<file path="src/rtl/fp32_stage_mul_mantissa.sv">
// rtl/fp32_stage_mul_mantissa.sv - FP32 multiply mantissa stage: sliced 24x24 product, normalize, rebias
//
// Purpose:
//   Takes the registered operands of the FP32 multiply setup stage and restores
//   the hidden bits. It forms the 48-bit mantissa product one b-operand slice per
//   pipeline stage. A final registered stage normalizes the product, rebiases the
//   exponent and saturates to infinity or flushes to zero.
//   The block is fully pipelined with no backpressure.
//   Latency from valid_i to valid_o is NSLICE+1 cycles.
//
// Configuration:
//   FP32_MUL_ROUND_EN - when defined, the result fraction is rounded to
//                       nearest-even inside the normalize cycle. When
//                       undefined, the fraction is truncated.
//
// Parameters:
//   SLICE_W       - b-operand slice width per stage (4, 6, 8, 12 or 24)
//
// Ports:
//   clk           - clock
//   rst           - asynchronous active-high reset
//   flush         - synchronous; clears every in-flight valid on the next edge
//   valid_i       - operand pair valid
//   mantissa_a    - fraction of a (no hidden bit)
//   mantissa_b    - fraction of b (no hidden bit)
//   exponent_sum  - biased exponent sum exp_a+exp_b (0..510)
//   sign          - product sign
//   valid_o       - result valid
//   sign_o        - result sign
//   exponent_o    - biased result exponent
//   mantissa_o    - normalized result fraction
//   overflow_o    - result exponent >= 255 (infinity)
//   underflow_o   - result exponent <= 0 (flushed to zero)

module fp32_stage_mul_mantissa #(
  parameter int SLICE_W = 8
) (
  input  logic        clk,
  input  logic        rst,
  input  logic        flush,
  input  logic        valid_i,
  input  logic [22:0] mantissa_a,
  input  logic [22:0] mantissa_b,
  input  logic [9:0]  exponent_sum,
  input  logic        sign,
  output logic        valid_o,
  output logic        sign_o,
  output logic [7:0]  exponent_o,
  output logic [22:0] mantissa_o,
  output logic        overflow_o,
  output logic        underflow_o
);

  localparam int NSLICE = 24 / SLICE_W;

  // ---------------------------------------------------------------------------
  // Multiply pipeline: stage k adds A * B[k-th slice] << (k*SLICE_W) to the
  // running partial sum and carries operands and side-band fields along.
  // ---------------------------------------------------------------------------
  for (genvar k = 0; k < NSLICE; k++) begin : g_stage
    logic [23:0] w_a_prev;
    logic [23:0] w_b_prev;
    logic [47:0] w_acc_prev;
    logic [9:0]  w_exp_prev;
    logic        w_sign_prev;
    logic        w_vld_prev;
    logic [47:0] w_pp;

    logic [23:0] r_a;
    logic [23:0] r_b;
    logic [47:0] r_acc;
    logic [9:0]  r_exp;
    logic        r_sign;
    logic        r_vld;

    if (k == 0) begin : g_first
      // Hidden bits restored here; zero/denormal operands are handled downstream.
      assign w_a_prev    = {1'b1, mantissa_a};
      assign w_b_prev    = {1'b1, mantissa_b};
      assign w_acc_prev  = '0;
      assign w_exp_prev  = exponent_sum;
      assign w_sign_prev = sign;
      assign w_vld_prev  = valid_i;
    end else begin : g_next
      assign w_a_prev    = g_stage[k-1].r_a;
      assign w_b_prev    = g_stage[k-1].r_b;
      assign w_acc_prev  = g_stage[k-1].r_acc;
      assign w_exp_prev  = g_stage[k-1].r_exp;
      assign w_sign_prev = g_stage[k-1].r_sign;
      assign w_vld_prev  = g_stage[k-1].r_vld;
    end

    // 24 x SLICE_W partial product, placed at its slice weight. The full sum
    // never exceeds 48 bits, so the 48-bit truncation is lossless.
    assign w_pp = ({24'd0, w_a_prev} *
                   {{(48-SLICE_W){1'b0}}, w_b_prev[k*SLICE_W +: SLICE_W]}) << (k*SLICE_W);

    always_ff @(posedge clk or posedge rst) begin
      if (rst) begin
        r_a    <= '0;
        r_b    <= '0;
        r_acc  <= '0;
        r_exp  <= '0;
        r_sign <= 1'b0;
        r_vld  <= 1'b0;
      end else begin
        r_a    <= w_a_prev;
        r_b    <= w_b_prev;
        r_acc  <= w_acc_prev + w_pp;
        r_exp  <= w_exp_prev;
        r_sign <= w_sign_prev;
        // flush kills the pair entering this stage, including a new valid_i.
        r_vld  <= w_vld_prev & ~flush;
      end
    end
  end

  // ---------------------------------------------------------------------------
  // Normalize stage
  // ---------------------------------------------------------------------------
  logic [47:0]        w_p;
  logic [9:0]         w_exp_sum;
  logic               w_sign;
  logic               w_vld;
  logic [22:0]        w_frac;
  logic               w_guard;
  logic               w_sticky;
  logic signed [10:0] w_e;
  logic [22:0]        w_frac_fin;
  logic signed [10:0] w_e_fin;
  logic               w_ovf;
  logic               w_unf;
  logic               w_load;

  assign w_p       = g_stage[NSLICE-1].r_acc;
  assign w_exp_sum = g_stage[NSLICE-1].r_exp;
  assign w_sign    = g_stage[NSLICE-1].r_sign;
  assign w_vld     = g_stage[NSLICE-1].r_vld;

  // Product of two [1,2) values lies in [1,4): bit 47 selects the extra shift.
  always_comb begin
    w_frac   = '0;
    w_guard  = 1'b0;
    w_sticky = 1'b0;
    w_e      = '0;
    if (w_p[47]) begin
      w_frac   = w_p[46:24];
      w_guard  = w_p[23];
      w_sticky = |w_p[22:0];
      w_e      = $signed({1'b0, w_exp_sum}) - 11'sd126;
    end else begin
      w_frac   = w_p[45:23];
      w_guard  = w_p[22];
      w_sticky = |w_p[21:0];
      w_e      = $signed({1'b0, w_exp_sum}) - 11'sd127;
    end
  end

`ifdef FP32_MUL_ROUND_EN
  // Round to nearest, ties to even. A carry out of the fraction leaves the low
  // 23 bits at zero and bumps the exponent.
  logic        w_round_up;
  logic [23:0] w_frac_inc;

  assign w_round_up = w_guard & (w_sticky | w_frac[0]);
  assign w_frac_inc = {1'b0, w_frac} + {23'd0, w_round_up};
  assign w_frac_fin = w_frac_inc[22:0];
  assign w_e_fin    = w_e + $signed({10'd0, w_frac_inc[23]});
`else
  // Truncation: guard and sticky are intentionally discarded.
  logic w_unused_rnd;

  assign w_unused_rnd = w_guard ^ w_sticky;
  assign w_frac_fin   = w_frac;
  assign w_e_fin      = w_e;
`endif

  assign w_ovf  = (w_e_fin >= 11'sd255);
  assign w_unf  = (w_e_fin <= 11'sd0);
  assign w_load = w_vld & ~flush;

  // Operand copies leaving the last stage feed nothing further.
  logic w_unused_ops;
  assign w_unused_ops = ^{g_stage[NSLICE-1].r_a, g_stage[NSLICE-1].r_b};

  always_ff @(posedge clk or posedge rst) begin
    if (rst) begin
      valid_o     <= 1'b0;
      sign_o      <= 1'b0;
      exponent_o  <= '0;
      mantissa_o  <= '0;
      overflow_o  <= 1'b0;
      underflow_o <= 1'b0;
    end else begin
      valid_o <= w_load;
      // Data outputs only move with a valid result so they hold while idle.
      if (w_load) begin
        sign_o      <= w_sign;
        overflow_o  <= w_ovf;
        underflow_o <= w_unf;
        if (w_ovf) begin
          exponent_o <= 8'hFF;
          mantissa_o <= '0;
        end else if (w_unf) begin
          exponent_o <= 8'h00;
          mantissa_o <= '0;
        end else begin
          exponent_o <= w_e_fin[7:0];
          mantissa_o <= w_frac_fin;
        end
      end
    end
  end

endmodule

</file>
<file path="config.mk">
export PLATFORM = sky130hd
export DESIGN_NAME = fp32_stage_mul_mantissa
export DESIGN_NICKNAME = d
export VERILOG_FILES = /design/src/rtl/fp32_stage_mul_mantissa.sv
export SDC_FILE = /design/constraint.sdc
export NUM_CORES = 2
export LEC_CHECK = 0
export ABC_AREA = 1
export CORE_ASPECT_RATIO = 0.8
export CORE_MARGIN = 1.5
export CORE_UTILIZATION = 51
export CTS_CLUSTER_SIZE = 24
export DETAILED_ROUTE_END_ITERATION = 7
export PLACE_DENSITY = 0.71
export SLEW_MARGIN = 20
export SYNTH_ARGS = -nofsm -noshare
export SYNTH_HDL_FRONTEND = slang
export SYNTH_SLANG_ARGS = --single-unit
</file>
<file path="constraint.sdc">
create_clock -name clk -period 8.1 [get_ports clk]
set_input_delay 2.43 -clock clk [delete_from_list [all_inputs] [get_ports clk]]
set_output_delay 2.43 -clock clk [all_outputs]
set_load 0.02 [all_outputs]
</file>
## Yosys cells after proc, flatten, opt, wreduce, memory -nomap -nowiden

Cells that the tools add are included.

- $add $sub $neg: 4
- $mul: 3
- Magnitude comparators: 2
- Multiplexer cells: 6
- Bitwise logic cells: 5

Operator list:

| cell | count |
|---|---|
| $mul 24x8->32 | 3 |
| $mux 23 | 3 |
| $add 41x48->48 | 1 |
| $add 32x40->41 | 1 |
| $sub 10x7->11 const B | 2 |
| $mux 8 | 2 |
| $ge 11x9->1 const B | 1 |
| $le 11x1->1 const B | 1 |
| $mux 11 | 1 |
| $and 1x1->1 | 4 |
| $not 1->1 | 1 |

- Register bits after elaboration: 288
- Output and inout port bits: 35

## Longest topological paths before layout

- Word-level depth: 5
- Gate-level depth with buffers: 33

## Worst setup path after synthesis

No wires, ideal clock.

- Path type: in2reg
- From: input mantissa_b[2]
- To: register g_stage[0].r_acc[26]
- Data arrival time: 6.096 ns
- Data required time: 7.974 ns
- Path slack: 1.877 ns
- Stages: 20
- Cell sequence: clkbuf_1 nand2_1 fa_1 fa_1 inv_1 fa_1 inv_1 fa_1 inv_1 ha_1 a21o_1 nor2_1 o21ai_0 nand2_1 nand3_1 nand2_1 nand2_1 nand2_1 nand2_1 xor2_1

- Longest elaborated chain between the ends: 1

Ends and longest elaborated chain:

| what | line | text |
|---|---|---|
| start: declaration | 43 | `input logic [22:0] mantissa_b,` |
| $mul 24x8->32 | 95 | `assign w_pp = ({24'd0, w_a_prev} *` |
| via g_stage[0].w_pp[26] | 67 | `logic [47:0] w_pp;` |
| end signal: assignment | 109 | `r_acc <= w_acc_prev + w_pp;` |
| end: declaration | 71 | `logic [47:0] r_acc;` |

The timed path passes the listed nets, and every way through them passes these cells.
A chain may end at the register's enable or synchronous reset.

## Final worst setup path

Same ends and word-level chain as after synthesis.

==> run summary <==
Outcome = complete, no violations
Setup repair bufs after CTS = 0
Routed WL per cell = 15.38 microns
Seq cells post-synth = 215
CP Data Arrival Time = 7540 ps
Period utilisation layout = 0.8721
DRT iter0 DRCs = 1987
Post-route DRC = 0
Most common cell on crit path = nand2_1
Synth cell types = 41
Worst reg2reg setup slack = 1520 ps
RSZ-0062 raised after global routing = no
Post-CTS Resized = 0
Global route overflow = 0
FILL cells = 5231
Sequential area share after synthesis = 0.1875
Gp weighted congestion = 0.9702
Worst Hold Path Cells = 0
Synth Instances = 3845
Most frequent cells in the layout = nand2_1 (1182), inv_1 (962), fa_1 (395)
Avg Vias per Cell = 4.978
Crit Path Category = in -> reg
Total track usage = 0.2593
Post-cts hold buffer count = 0
Post-route cell area = 30990 sq um
# placed instances = 4580
Slew headroom = 0.2883
Commonest non-fill, non-tap cell in the layout = nand2_1
Root buf cell = clkbuf_16
Syn Area/Cell = 7.464 sq um
Die footprint = 57710 sq um
Top delay family on crit path = adder cells
CTS tree = done
First-pass GRT wire length = 120000 microns
CP max stage delay = 800 ps
RR Startpoint = g_stage[1].r_b[20]
Initial core utilization = 0.5181
Core box area = 55400 sq um
Clock Latency Late Sink = 570 ps
Syn Nets = 4506
R2r endpoint = g_stage[2].r_acc[47]
Sequential cell area = 5380 sq um
DP Wirelength = 58390 microns
Fin. Hold Viols = 0
Clock Tree Buf Depth = 3
Total wire length = 71140 microns
H-tree Lvls = 1
Crit. Startpoint = mantissa_b[2]
Fmax = 141.6 MHz
Tmin final = 7064 ps
I/O Pins = 96
Worst Clk Skew = 26.67 ps
Initial antenna violation count = 6
Max FO, Critical Path = 15
Crit. path cell count = 20
Multi-input gate area = 19120 sq um
Pins Over Slew Limit = 0
Fin util = 0.5595
Share of post-route cells with drive strength above 1 = 0.02375
Post-Syn Area = 28700 sq um
Worst Setup EP = g_stage[0].r_acc[26]
Post-synth EDFFs = 0
Row count = 77
Final ANT Viol Nets = 0
# nets final = 4517
Worst-margin pin slew = 1068 ps
Cell Area, Placed = 30210 sq um
Dominant synthesized flop cell = dfrtp_1
R2R cell count = 27
Critical path cell sequence = clkdlybuf4s50_1 > buf_4 > nand2_1 > inv_1 > fa_1 > inv_1 > fa_1 > fa_1 > fa_1 > inv_1 > ha_1 > nand2_1 > nor3_1 > nand3_1 > nand3_1 > nand2_1 > nand2_1 > nand2_1 > nand2_1 > xor2_1
Die X = 268.2 microns
Async SR Flop Fraction = 1.000
Worst Path Buf+Inv = 5
Max-cap violations = 0
Synthesis-to-layout area growth = 7.991%
Finished Layout Cells = 4625
Largest net degree at the start of global routing = 108
TritonCTS buffer count = 24
Total number of vias = 23020
Synthesis Warnings = 0
Critical Path RT = 8580 ps
Worst Setup End Kind = flip-flop
Die H = 215.2 microns
Clk slew on worst S/H paths = 60 ps
Vias in the first global route = 23430
Clock sink count = 215
Slowest stage cell, crit path = clkdlybuf4s50_1
Setup-failing EPs final = 0
Setup TNS = 0 ps
Worst setup SP type = input pin
Hold WC Path Type = reg -> reg
Buffers on Ports = 95
DRT Pass-1 Iters = 5
[Yosys cell counts, drive strengths merged (5+ instances only)]
cell | instances | area (sq um)
a21o | 14 | 105.1
a21oi | 122 | 614.3
a31oi | 22 | 137.6
buf | 9 | 71.31
clkbuf | 122 | 495.5
dfrtp | 215 | 5380
fa | 395 | 7908
ha | 205 | 2565
inv | 965 | 3627
nand2 | 1191 | 4493
nand3 | 112 | 593.1
nand4 | 25 | 156.4
nor2 | 184 | 710.7
nor3 | 24 | 130.1
nor4 | 6 | 37.54
o21a | 5 | 37.54
o21ai | 90 | 454.2
o21bai | 11 | 82.58
xnor2 | 29 | 254.0
xor2 | 82 | 718.2
[layer usage]
metal / vias to the layer above / GRT usage / routed length [microns]
li1: 11280 / - / -
met1: 10970 / 0.3810 / 32980
met2: 705 / 0.4047 / 31110
met3: 69 / 0.04664 / 5812
met4: 0 / 0.04444 / 1246
met5: - / 0 / 0
[worst reg2reg max path, cell delays in order, from the launching register on]
cell and delay (ps):
dfrtp_1 1040, nand2_1 120, inv_1 110, fa_1 450, fa_1 480, fa_1 520, inv_1 50, fa_1 470
inv_1 40, ha_1 350, a21oi_1 350, o21bai_1 150, nand2_1 80, nand2_1 100, a31oi_1 270, xnor2_1 150
ha_1 330, nand2_1 140, inv_1 80, nand3_1 100, nor3_1 300, nand4_1 190, nand3_1 190, nand4_1 110
nand2_1 130, nand2_1 70, nand2_1 50, nand2_1 40
[logic make-up after synthesis]
group | synth area share
simple gates | 0.2143
buf+inv | 0.1461
fa+ha+maj | 0.3649
compound gates | 0.05319
flops | 0.1875
xor+xnor | 0.03388
other cells | 0.0001307
[state kept, by name, indices dropped and copies added (netlist names), 3 cells and up]
name	cells
g_stage.r_acc	74
g_stage.r_sign	3
exponent_o	8
g_stage.r_vld	3
mantissa_o	23
g_stage.r_exp	30
g_stage.r_b	22
g_stage.r_a	48
[final cells by class]
cell class / count / share of cell area
antenna: 1 / 0.00008074
inverter: 965 / 0.1172
multi-input combinational: 2534 / 0.6171
timing repair buffer: 116 / 0.03658
clock buffer: 29 / 0.02095
sequential: 215 / 0.1736
clock inverter: 15 / 0.004279
tap: 750 / 0.03028
[stage by stage]
| stage | hold WS [ps] | setup WS (ps) |
|---|---|---|
| after global placement | 333.0 | 522.5 |
| final | 344.6 | 1036 |
| after detailed placement | 334.7 | 628.2 |
| after CTS | 349.4 | 1199 |
| after global routing | 357.0 | 831.1 |
| after floorplan | 331.2 | 1877 |
[worst min-delay path by stage]
stage | startpoint | end | slack [ps]
after CTS | g_stage[0].r_exp[9] | g_stage[1].r_exp[9] | 350
after global placement | g_stage[0].r_exp[9] | g_stage[1].r_exp[9] | 330
after global routing | g_stage[0].r_b[21] | g_stage[1].r_b[21] | 360
final | g_stage[0].r_exp[9] | g_stage[1].r_exp[9] | 340
after floorplan | g_stage[0].r_b[16] | g_stage[1].r_b[16] | 330
after detailed placement | g_stage[0].r_b[17] | g_stage[1].r_b[17] | 330
Power is not shown: default switching activity piles up to over one toggle a cycle in this logic, so the estimate is an artifact.
